$ cat config.mk
export PLATFORM = sky130hd
export DESIGN_NAME = dmem_access_flat
export DESIGN_NICKNAME = d
export VERILOG_FILES = /design/src/rtl/dmem_access_if.sv /design/src/rtl/dmem_access.sv /design/src/flat_wrapper.sv
export SDC_FILE = /design/constraint.sdc
export NUM_CORES = 1
export LEC_CHECK = 0
export BUFFER_PORTS_ARGS = -buffer_cell sky130_fd_sc_hd__buf_2
export CORE_AREA = 2 2 187 189
export DETAILED_ROUTE_END_ITERATION = 6
export DIE_AREA = 0 0 189 191
export PLACE_DENSITY_LB_ADDON = 0.3
export REMOVE_ABC_BUFFERS = 1
export SLEW_MARGIN = 10
export SYNTH_ARGS = -nofsm -noshare
export SYNTH_HDL_FRONTEND = slang
export SYNTH_SLANG_ARGS = --single-unit
$ cat constraint.sdc
create_clock -name clk -period 10.9 [get_ports clk]
set_input_delay 1.635 -clock clk [delete_from_list [all_inputs] [get_ports clk]]
set_output_delay 1.635 -clock clk [all_outputs]
set_load 0.005 [all_outputs]
$ cat src/rtl/dmem_access_if.sv
// Bus bundle for dmem_access: EX-side request, memory port and WB-side result.
// The slave modport is the dmem_access view; master is the surrounding pipeline/memory view.
interface dmem_access_if;
    localparam int unsigned XLEN = 64;
    localparam int unsigned RD_W = 5;
    localparam int unsigned SZ_W = 2;

    // EX side
    logic            in_valid;
    logic            in_ready;
    logic            is_load;
    logic            is_store;
    logic [SZ_W-1:0] xfer_size;
    logic [RD_W-1:0] rd;
    logic [XLEN-1:0] base;
    logic [XLEN-1:0] dAddr9Extended;
    logic [XLEN-1:0] store_data;

    // memory side
    logic            mem_req;
    logic            mem_we;
    logic [XLEN-1:0] mem_addr;
    logic [XLEN-1:0] mem_wdata;
    logic [SZ_W-1:0] mem_size;
    logic            mem_ack;
    logic [XLEN-1:0] mem_rdata;

    // WB side
    logic            out_valid;
    logic            out_ready;
    logic [RD_W-1:0] out_rd;
    logic [XLEN-1:0] out_data;
    logic            out_wr_en;
    logic            out_fault;

    modport slave (
        input  in_valid, is_load, is_store, xfer_size, rd, base, dAddr9Extended, store_data,
        output in_ready,
        output mem_req, mem_we, mem_addr, mem_wdata, mem_size,
        input  mem_ack, mem_rdata,
        output out_valid, out_rd, out_data, out_wr_en, out_fault,
        input  out_ready
    );

    modport master (
        output in_valid, is_load, is_store, xfer_size, rd, base, dAddr9Extended, store_data,
        input  in_ready,
        input  mem_req, mem_we, mem_addr, mem_wdata, mem_size,
        output mem_ack, mem_rdata,
        input  out_valid, out_rd, out_data, out_wr_en, out_fault,
        output out_ready
    );
endinterface

$ cat src/rtl/dmem_access.sv
// Data-memory access stage: one load/store at a time through IDLE -> REQ -> RESP.
// Optional DMEM_MISALIGN_CHECK_EN faults misaligned accesses instead of issuing them.
module dmem_access (
    input  logic         clk,
    input  logic         reset,
    dmem_access_if.slave bus
);
    localparam int unsigned XLEN = 64;
    localparam int unsigned RD_W = 5;
    localparam int unsigned SZ_W = 2;

    typedef enum logic [1:0] {
        IDLE = 2'd0,
        REQ  = 2'd1,
        RESP = 2'd2
    } state_e;

    state_e          state_q,     state_d;
    logic            in_ready_q,  in_ready_d;
    logic            mem_req_q,   mem_req_d;
    logic            mem_we_q,    mem_we_d;
    logic [XLEN-1:0] mem_addr_q,  mem_addr_d;
    logic [XLEN-1:0] mem_wdata_q, mem_wdata_d;
    logic [SZ_W-1:0] mem_size_q,  mem_size_d;
    logic            out_valid_q, out_valid_d;
    logic [RD_W-1:0] out_rd_q,    out_rd_d;
    logic [XLEN-1:0] out_data_q,  out_data_d;
    logic            out_wr_en_q, out_wr_en_d;
    logic            out_fault_q, out_fault_d;

    logic [XLEN-1:0] addr_c;
    logic [XLEN-1:0] load_ext_c;
    logic            accept_c;
    logic            is_mem_c;
    logic            misalign_c;

    // Effective address wraps modulo 2^64.
    assign addr_c   = bus.base + bus.dAddr9Extended;
    assign accept_c = bus.in_valid & in_ready_q;
    assign is_mem_c = bus.is_load | bus.is_store;

`ifdef DMEM_MISALIGN_CHECK_EN
    always_comb begin
        misalign_c = 1'b0;
        case (bus.xfer_size)
            2'd1:    misalign_c = addr_c[0];
            2'd2:    misalign_c = |addr_c[1:0];
            2'd3:    misalign_c = |addr_c[2:0];
            default: misalign_c = 1'b0;
        endcase
    end
`else
    assign misalign_c = 1'b0;
`endif

    // Zero-extend the returned read data to the transfer width latched at accept.
    always_comb begin
        load_ext_c = bus.mem_rdata;
        case (mem_size_q)
            2'd0:    load_ext_c = XLEN'(bus.mem_rdata[7:0]);
            2'd1:    load_ext_c = XLEN'(bus.mem_rdata[15:0]);
            2'd2:    load_ext_c = XLEN'(bus.mem_rdata[31:0]);
            default: load_ext_c = bus.mem_rdata;
        endcase
    end

    always_comb begin
        state_d     = state_q;
        mem_req_d   = mem_req_q;
        mem_we_d    = mem_we_q;
        mem_addr_d  = mem_addr_q;
        mem_wdata_d = mem_wdata_q;
        mem_size_d  = mem_size_q;
        out_valid_d = out_valid_q;
        out_rd_d    = out_rd_q;
        out_data_d  = out_data_q;
        out_wr_en_d = out_wr_en_q;
        out_fault_d = out_fault_q;

        case (state_q)
            IDLE: begin
                if (accept_c) begin
                    out_rd_d    = bus.rd;
                    mem_size_d  = bus.xfer_size;
                    mem_addr_d  = addr_c;
                    mem_wdata_d = bus.store_data;
                    mem_we_d    = bus.is_store;
                    if (is_mem_c && !misalign_c) begin
                        state_d     = REQ;
                        mem_req_d   = 1'b1;
                        out_fault_d = 1'b0;
                    end else begin
                        // Address-only op or faulted access: result is the address itself.
                        state_d     = RESP;
                        out_valid_d = 1'b1;
                        out_data_d  = addr_c;
                        out_wr_en_d = 1'b0;
                        out_fault_d = is_mem_c;
                    end
                end
            end
            REQ: begin
                if (bus.mem_ack) begin
                    state_d     = RESP;
                    mem_req_d   = 1'b0;
                    out_valid_d = 1'b1;
                    out_wr_en_d = ~mem_we_q;
                    out_data_d  = mem_we_q ? mem_addr_q : load_ext_c;
                end
            end
            RESP: begin
                if (bus.out_ready) begin
                    state_d     = IDLE;
                    out_valid_d = 1'b0;
                end
            end
            default: begin
                state_d     = IDLE;
                mem_req_d   = 1'b0;
                out_valid_d = 1'b0;
            end
        endcase

        in_ready_d = (state_d == IDLE);
    end

    always_ff @(posedge clk) begin
        if (!reset) begin
            state_q     <= IDLE;
            in_ready_q  <= 1'b0;
            mem_req_q   <= 1'b0;
            mem_we_q    <= 1'b0;
            mem_addr_q  <= '0;
            mem_wdata_q <= '0;
            mem_size_q  <= '0;
            out_valid_q <= 1'b0;
            out_rd_q    <= '0;
            out_data_q  <= '0;
            out_wr_en_q <= 1'b0;
            out_fault_q <= 1'b0;
        end else begin
            state_q     <= state_d;
            in_ready_q  <= in_ready_d;
            mem_req_q   <= mem_req_d;
            mem_we_q    <= mem_we_d;
            mem_addr_q  <= mem_addr_d;
            mem_wdata_q <= mem_wdata_d;
            mem_size_q  <= mem_size_d;
            out_valid_q <= out_valid_d;
            out_rd_q    <= out_rd_d;
            out_data_q  <= out_data_d;
            out_wr_en_q <= out_wr_en_d;
            out_fault_q <= out_fault_d;
        end
    end

    assign bus.in_ready  = in_ready_q;
    assign bus.mem_req   = mem_req_q;
    assign bus.mem_we    = mem_we_q;
    assign bus.mem_addr  = mem_addr_q;
    assign bus.mem_wdata = mem_wdata_q;
    assign bus.mem_size  = mem_size_q;
    assign bus.out_valid = out_valid_q;
    assign bus.out_rd    = out_rd_q;
    assign bus.out_data  = out_data_q;
    assign bus.out_wr_en = out_wr_en_q;
    assign bus.out_fault = out_fault_q;

endmodule
$ cat src/flat_wrapper.sv
// flat-port wrapper written by rule: the top's interface ports become plain ports
module dmem_access_flat 
  (clk, reset, bus_in_valid, bus_is_load, bus_is_store, bus_xfer_size, bus_rd, bus_base, bus_dAddr9Extended, bus_store_data, bus_in_ready, bus_mem_req, bus_mem_we, bus_mem_addr, bus_mem_wdata, bus_mem_size, bus_mem_ack, bus_mem_rdata, bus_out_valid, bus_out_rd, bus_out_data, bus_out_wr_en, bus_out_fault, bus_out_ready);
  dmem_access_if bus_i ();
  input  logic clk;
  input  logic reset;
  input wire logic [$bits(bus_i.in_valid)-1:0] bus_in_valid;
  input wire logic [$bits(bus_i.is_load)-1:0] bus_is_load;
  input wire logic [$bits(bus_i.is_store)-1:0] bus_is_store;
  input wire logic [$bits(bus_i.xfer_size)-1:0] bus_xfer_size;
  input wire logic [$bits(bus_i.rd)-1:0] bus_rd;
  input wire logic [$bits(bus_i.base)-1:0] bus_base;
  input wire logic [$bits(bus_i.dAddr9Extended)-1:0] bus_dAddr9Extended;
  input wire logic [$bits(bus_i.store_data)-1:0] bus_store_data;
  output wire logic [$bits(bus_i.in_ready)-1:0] bus_in_ready;
  output wire logic [$bits(bus_i.mem_req)-1:0] bus_mem_req;
  output wire logic [$bits(bus_i.mem_we)-1:0] bus_mem_we;
  output wire logic [$bits(bus_i.mem_addr)-1:0] bus_mem_addr;
  output wire logic [$bits(bus_i.mem_wdata)-1:0] bus_mem_wdata;
  output wire logic [$bits(bus_i.mem_size)-1:0] bus_mem_size;
  input wire logic [$bits(bus_i.mem_ack)-1:0] bus_mem_ack;
  input wire logic [$bits(bus_i.mem_rdata)-1:0] bus_mem_rdata;
  output wire logic [$bits(bus_i.out_valid)-1:0] bus_out_valid;
  output wire logic [$bits(bus_i.out_rd)-1:0] bus_out_rd;
  output wire logic [$bits(bus_i.out_data)-1:0] bus_out_data;
  output wire logic [$bits(bus_i.out_wr_en)-1:0] bus_out_wr_en;
  output wire logic [$bits(bus_i.out_fault)-1:0] bus_out_fault;
  input wire logic [$bits(bus_i.out_ready)-1:0] bus_out_ready;
  assign bus_i.in_valid = bus_in_valid;
  assign bus_i.is_load = bus_is_load;
  assign bus_i.is_store = bus_is_store;
  assign bus_i.xfer_size = bus_xfer_size;
  assign bus_i.rd = bus_rd;
  assign bus_i.base = bus_base;
  assign bus_i.dAddr9Extended = bus_dAddr9Extended;
  assign bus_i.store_data = bus_store_data;
  assign bus_in_ready = bus_i.in_ready;
  assign bus_mem_req = bus_i.mem_req;
  assign bus_mem_we = bus_i.mem_we;
  assign bus_mem_addr = bus_i.mem_addr;
  assign bus_mem_wdata = bus_i.mem_wdata;
  assign bus_mem_size = bus_i.mem_size;
  assign bus_i.mem_ack = bus_mem_ack;
  assign bus_i.mem_rdata = bus_mem_rdata;
  assign bus_out_valid = bus_i.out_valid;
  assign bus_out_rd = bus_i.out_rd;
  assign bus_out_data = bus_i.out_data;
  assign bus_out_wr_en = bus_i.out_wr_en;
  assign bus_out_fault = bus_i.out_fault;
  assign bus_i.out_ready = bus_out_ready;
  dmem_access u_core (.clk(clk), .reset(reset), .bus(bus_i));
endmodule
==> results.yml <==
global_routing:
  grt_pass1_vias: 12560
  track_usage: 0.2471
  antenna_found_initial: 4
  grt_pass1_wl_um: 70900
  grt_max_degree: 102
  grt-ovfl-total: 0
clock_network:
  clockRootBuffer: "clkbuf_16"
  path_clk_slew_ns: 0.06
  ctsHoldBuffers: 0
  postCtsSetupBuffers: 0
  cts_tree: "yes"
  cts.sinks: 206
  insertion_delay_ns: 0.55
  numCtsBuffers: 25
  cts_resized: 0
  clk_path_buf_depth: 3
  cts_htree_levels: 1
critical_path:
  crit_arrival_ns: 4.96
  slowest_stage: "fa_1"
  crit_path_cell_trace: "buf_2 -> ha_1 -> fa_1 -> a211oi_1 -> o21ai_2 -> a41oi_2 -> o21ai_2 -> a221oi_4 -> o31ai_4 -> a311oi_2 -> o31a_1 -> nor4_1 -> or3_1"
  path_buf_inv: 1
  max_stage_delay_ns: 0.44
  crit_type: "in2reg"
  critPathRequiredTime_ns: 11.34
  worstSetupStartpointType: "input port"
  crit_path_max_fanout: 5
  crit_top_cell: "o21ai_2"
  cp-end-kind: "flip-flop"
  critical_path.top_delay_family: "compound AO/OA/AOI/OAI gates"
floorplanning:
  rows: 68
  pin_count: 475
  dieArea_um2: 36100
  initial_utilization: 0.3521
  die_h_um: 191
  die_x_um: 189
  core_area_um2: 34120
power:
  power_density_nw_per_um2: 146.4
  total_power_uw: 2272
  peakVddDrop_mv: 0.1105
  p_leak_uw: 0.006960
sta:
  setup_viol: 0
  tns_ns: 0
  period_needed_ns: 4.525
  holdWs_ns: 0.4493
  period_share: 0.4151
  slew_viol_final: 0
  max_slew_margin: 0.2421
  skew_ns: 0.01596
  clock.fmax_ghz: 0.2210
  rsz0062_at_grt: "no"
  tightestPinTransition_ns: 1.137
  hold_violations: 0
synthesis:
  synth_seq_area_share: 0.3433
  synth.top_cell.area_share: 0.3433
  ys_async_sr_fraction: 0
  synth_area_leaders: "dfxtp_1, nand2_1, a21oi_1"
  ys_seq_elements: 206
  syn_inst: 1582
  syn_area_um2: 12010
  yosysTopAreaCell: "dfxtp_1"
  ys_types: 76
  avgSynthCellArea_um2: 7.594
  synthFlopType: "dfxtp_1"
  yosys_warnings: 0
  synth_edf_count: 0
finish:
  layout_common_cells: "buf_2, nand2_1, a21oi_1, dfxtp_1, nor2_1"
  stdcell_area_um2: 15520
  fin_nets: 2315
  area_growth_pct: 29.19
  mostFrequentLayoutCell: "buf_2"
  drive_gt1_frac: 0.2798
placement:
  post-dp-hpwl_um: 34790
  io_buffers: 473
  routabilityCongestion: 0.8868
  post_dp_cell_area_um2: 14650
routing:
  drt_iter0_drc: 945
  drc: 0
  wire_per_inst_um: 19.38
  routed_wl_um: 47580
  antenna_left: 0
  vias: 13510
  via_per_inst: 5.503
  drt_pass1_iterations: 5
flow_run:
  cap_viol_max_count: 0
min_path:
  hold_path_class: "reg2reg"
outcome:
  status: "completed"
## worst register-to-register path, cell delays in order, from the launching register on
cell	delay (ns)
dfxtp_1	0.44
or4_1	0.64
a21oi_4	0.72
nor2_4	0.22
buf_4	0.34
a22o_1	0.28
or3_1	0.29
## power breakdown
| group | internal [µW] | switching, µW | total, µW |
|---|---|---|---|
| clock network | 535 | 351 | 886 |
| logic | 215 | 338 | 553 |
| registers | 801 | 32.0 | 833 |
## per-layer routing
layer / global-route usage / wire [µm] / vias to the layer above
li1: - / - / 6476
met1: 0.3133 / 20000 / 6413
met2: 0.4249 / 22770 / 531
met3: 0.04351 / 3488 / 85
met4: 0.07933 / 1296 / 4
met5: 0 / 26 / -
## final cells by class
class                   instances  area [µm²]
fillers                      3515       18600
clock buffers                  35       723.2
diodes                          2       5.005
flip-flops and latches        206        4128
repair buffers                484        2450
well taps                     455       569.3
multi-input cells            1242        7420
inverters                      22       85.08
clock inverters                 9       141.4
## state kept, by name (all words and copies together) (netlist names)
name                  flops
u_core.bus.mem_wdata     64
u_core.bus.out_data      64
u_core.bus.out_rd         5
u_core.bus.in_ready       1
u_core.bus.out_valid      1
u_core.bus.mem_req        1
u_core.bus.out_wr_en      1
u_core.state_q            2
u_core.bus.mem_addr      64
u_core.bus.mem_we         1
u_core.bus.mem_size       2
## worst paths after layout
path | start | slack [ns] | end | cells past startpoint
worst max-delay path | bus_dAddr9Extended[0] | 6.38 | u_core.bus.out_data[56] | 13
worst min-delay path | u_core.bus.mem_wdata[39] | 0.45 | u_core.bus.mem_wdata[39] | 2
worst max register to register | u_core.state_q[0] | 7.87 | u_core.bus.out_data[56] | 6
worst min register to register | u_core.bus.mem_wdata[39] | 0.45 | u_core.bus.mem_wdata[39] | 2
## cell usage after synthesis (3+ instances only)
cell type and number:
nand2_1 342, a21oi_1 233, dfxtp_1 206, clkbuf_1 99, nor2_1 91, o21ai_0 80, ha_1 63, xnor2_1 39
a21o_1 26, a211oi_1 24, nand3_1 24, nor3_1 24, a221oi_1 23, o31ai_1 23, inv_1 22, a221o_1 19
xor2_1 18, a31oi_1 17, nand4_1 16, o21bai_1 16, o211ai_1 15, nor2b_1 10, a22o_1 9, and3_1 9
or3_1 9, nand2b_1 8, nor4_1 8, and2_1 7, nor3b_1 7, buf_2 6, mux2i_1 6, o21a_1 6
buf_1 5, a21boi_0 4, a22oi_1 4, a311oi_1 4, a41oi_1 4, or4_1 4, a32o_1 3, o21ai_2 3
o31a_1 3
## stage by stage
| step | utilization | std cells | setup WS (ns) |
|---|---|---|---|
| final | 0.4549 | 2455 | 6.375 |
| after CTS | 0.4548 | 2453 | 6.385 |
| after global routing | 0.4549 | 2455 | 6.217 |
| after global placement | 0.4294 | 2409 | 5.818 |
| after detailed placement | 0.4294 | 2409 | 5.810 |
| after floorplan | - | 1470 | 1.618 |
## logic make-up (layout without fill, tap and decap cells)
group / count (synthesis) / count (layout) / synth area share
compound gates: 541 / 541 / 0.2896
xor+xnor: 57 / 57 / 0.04155
fa+ha+maj: 64 / 64 / 0.06728
buf+inv: 134 / 550 / 0.04312
flops: 206 / 206 / 0.3433
mux: 6 / 6 / 0.004999
other cells: 1 / 3 / 0.0003121
simple gates: 573 / 573 / 0.2099
No activity file was read; power rests on OpenSTA's default activity.
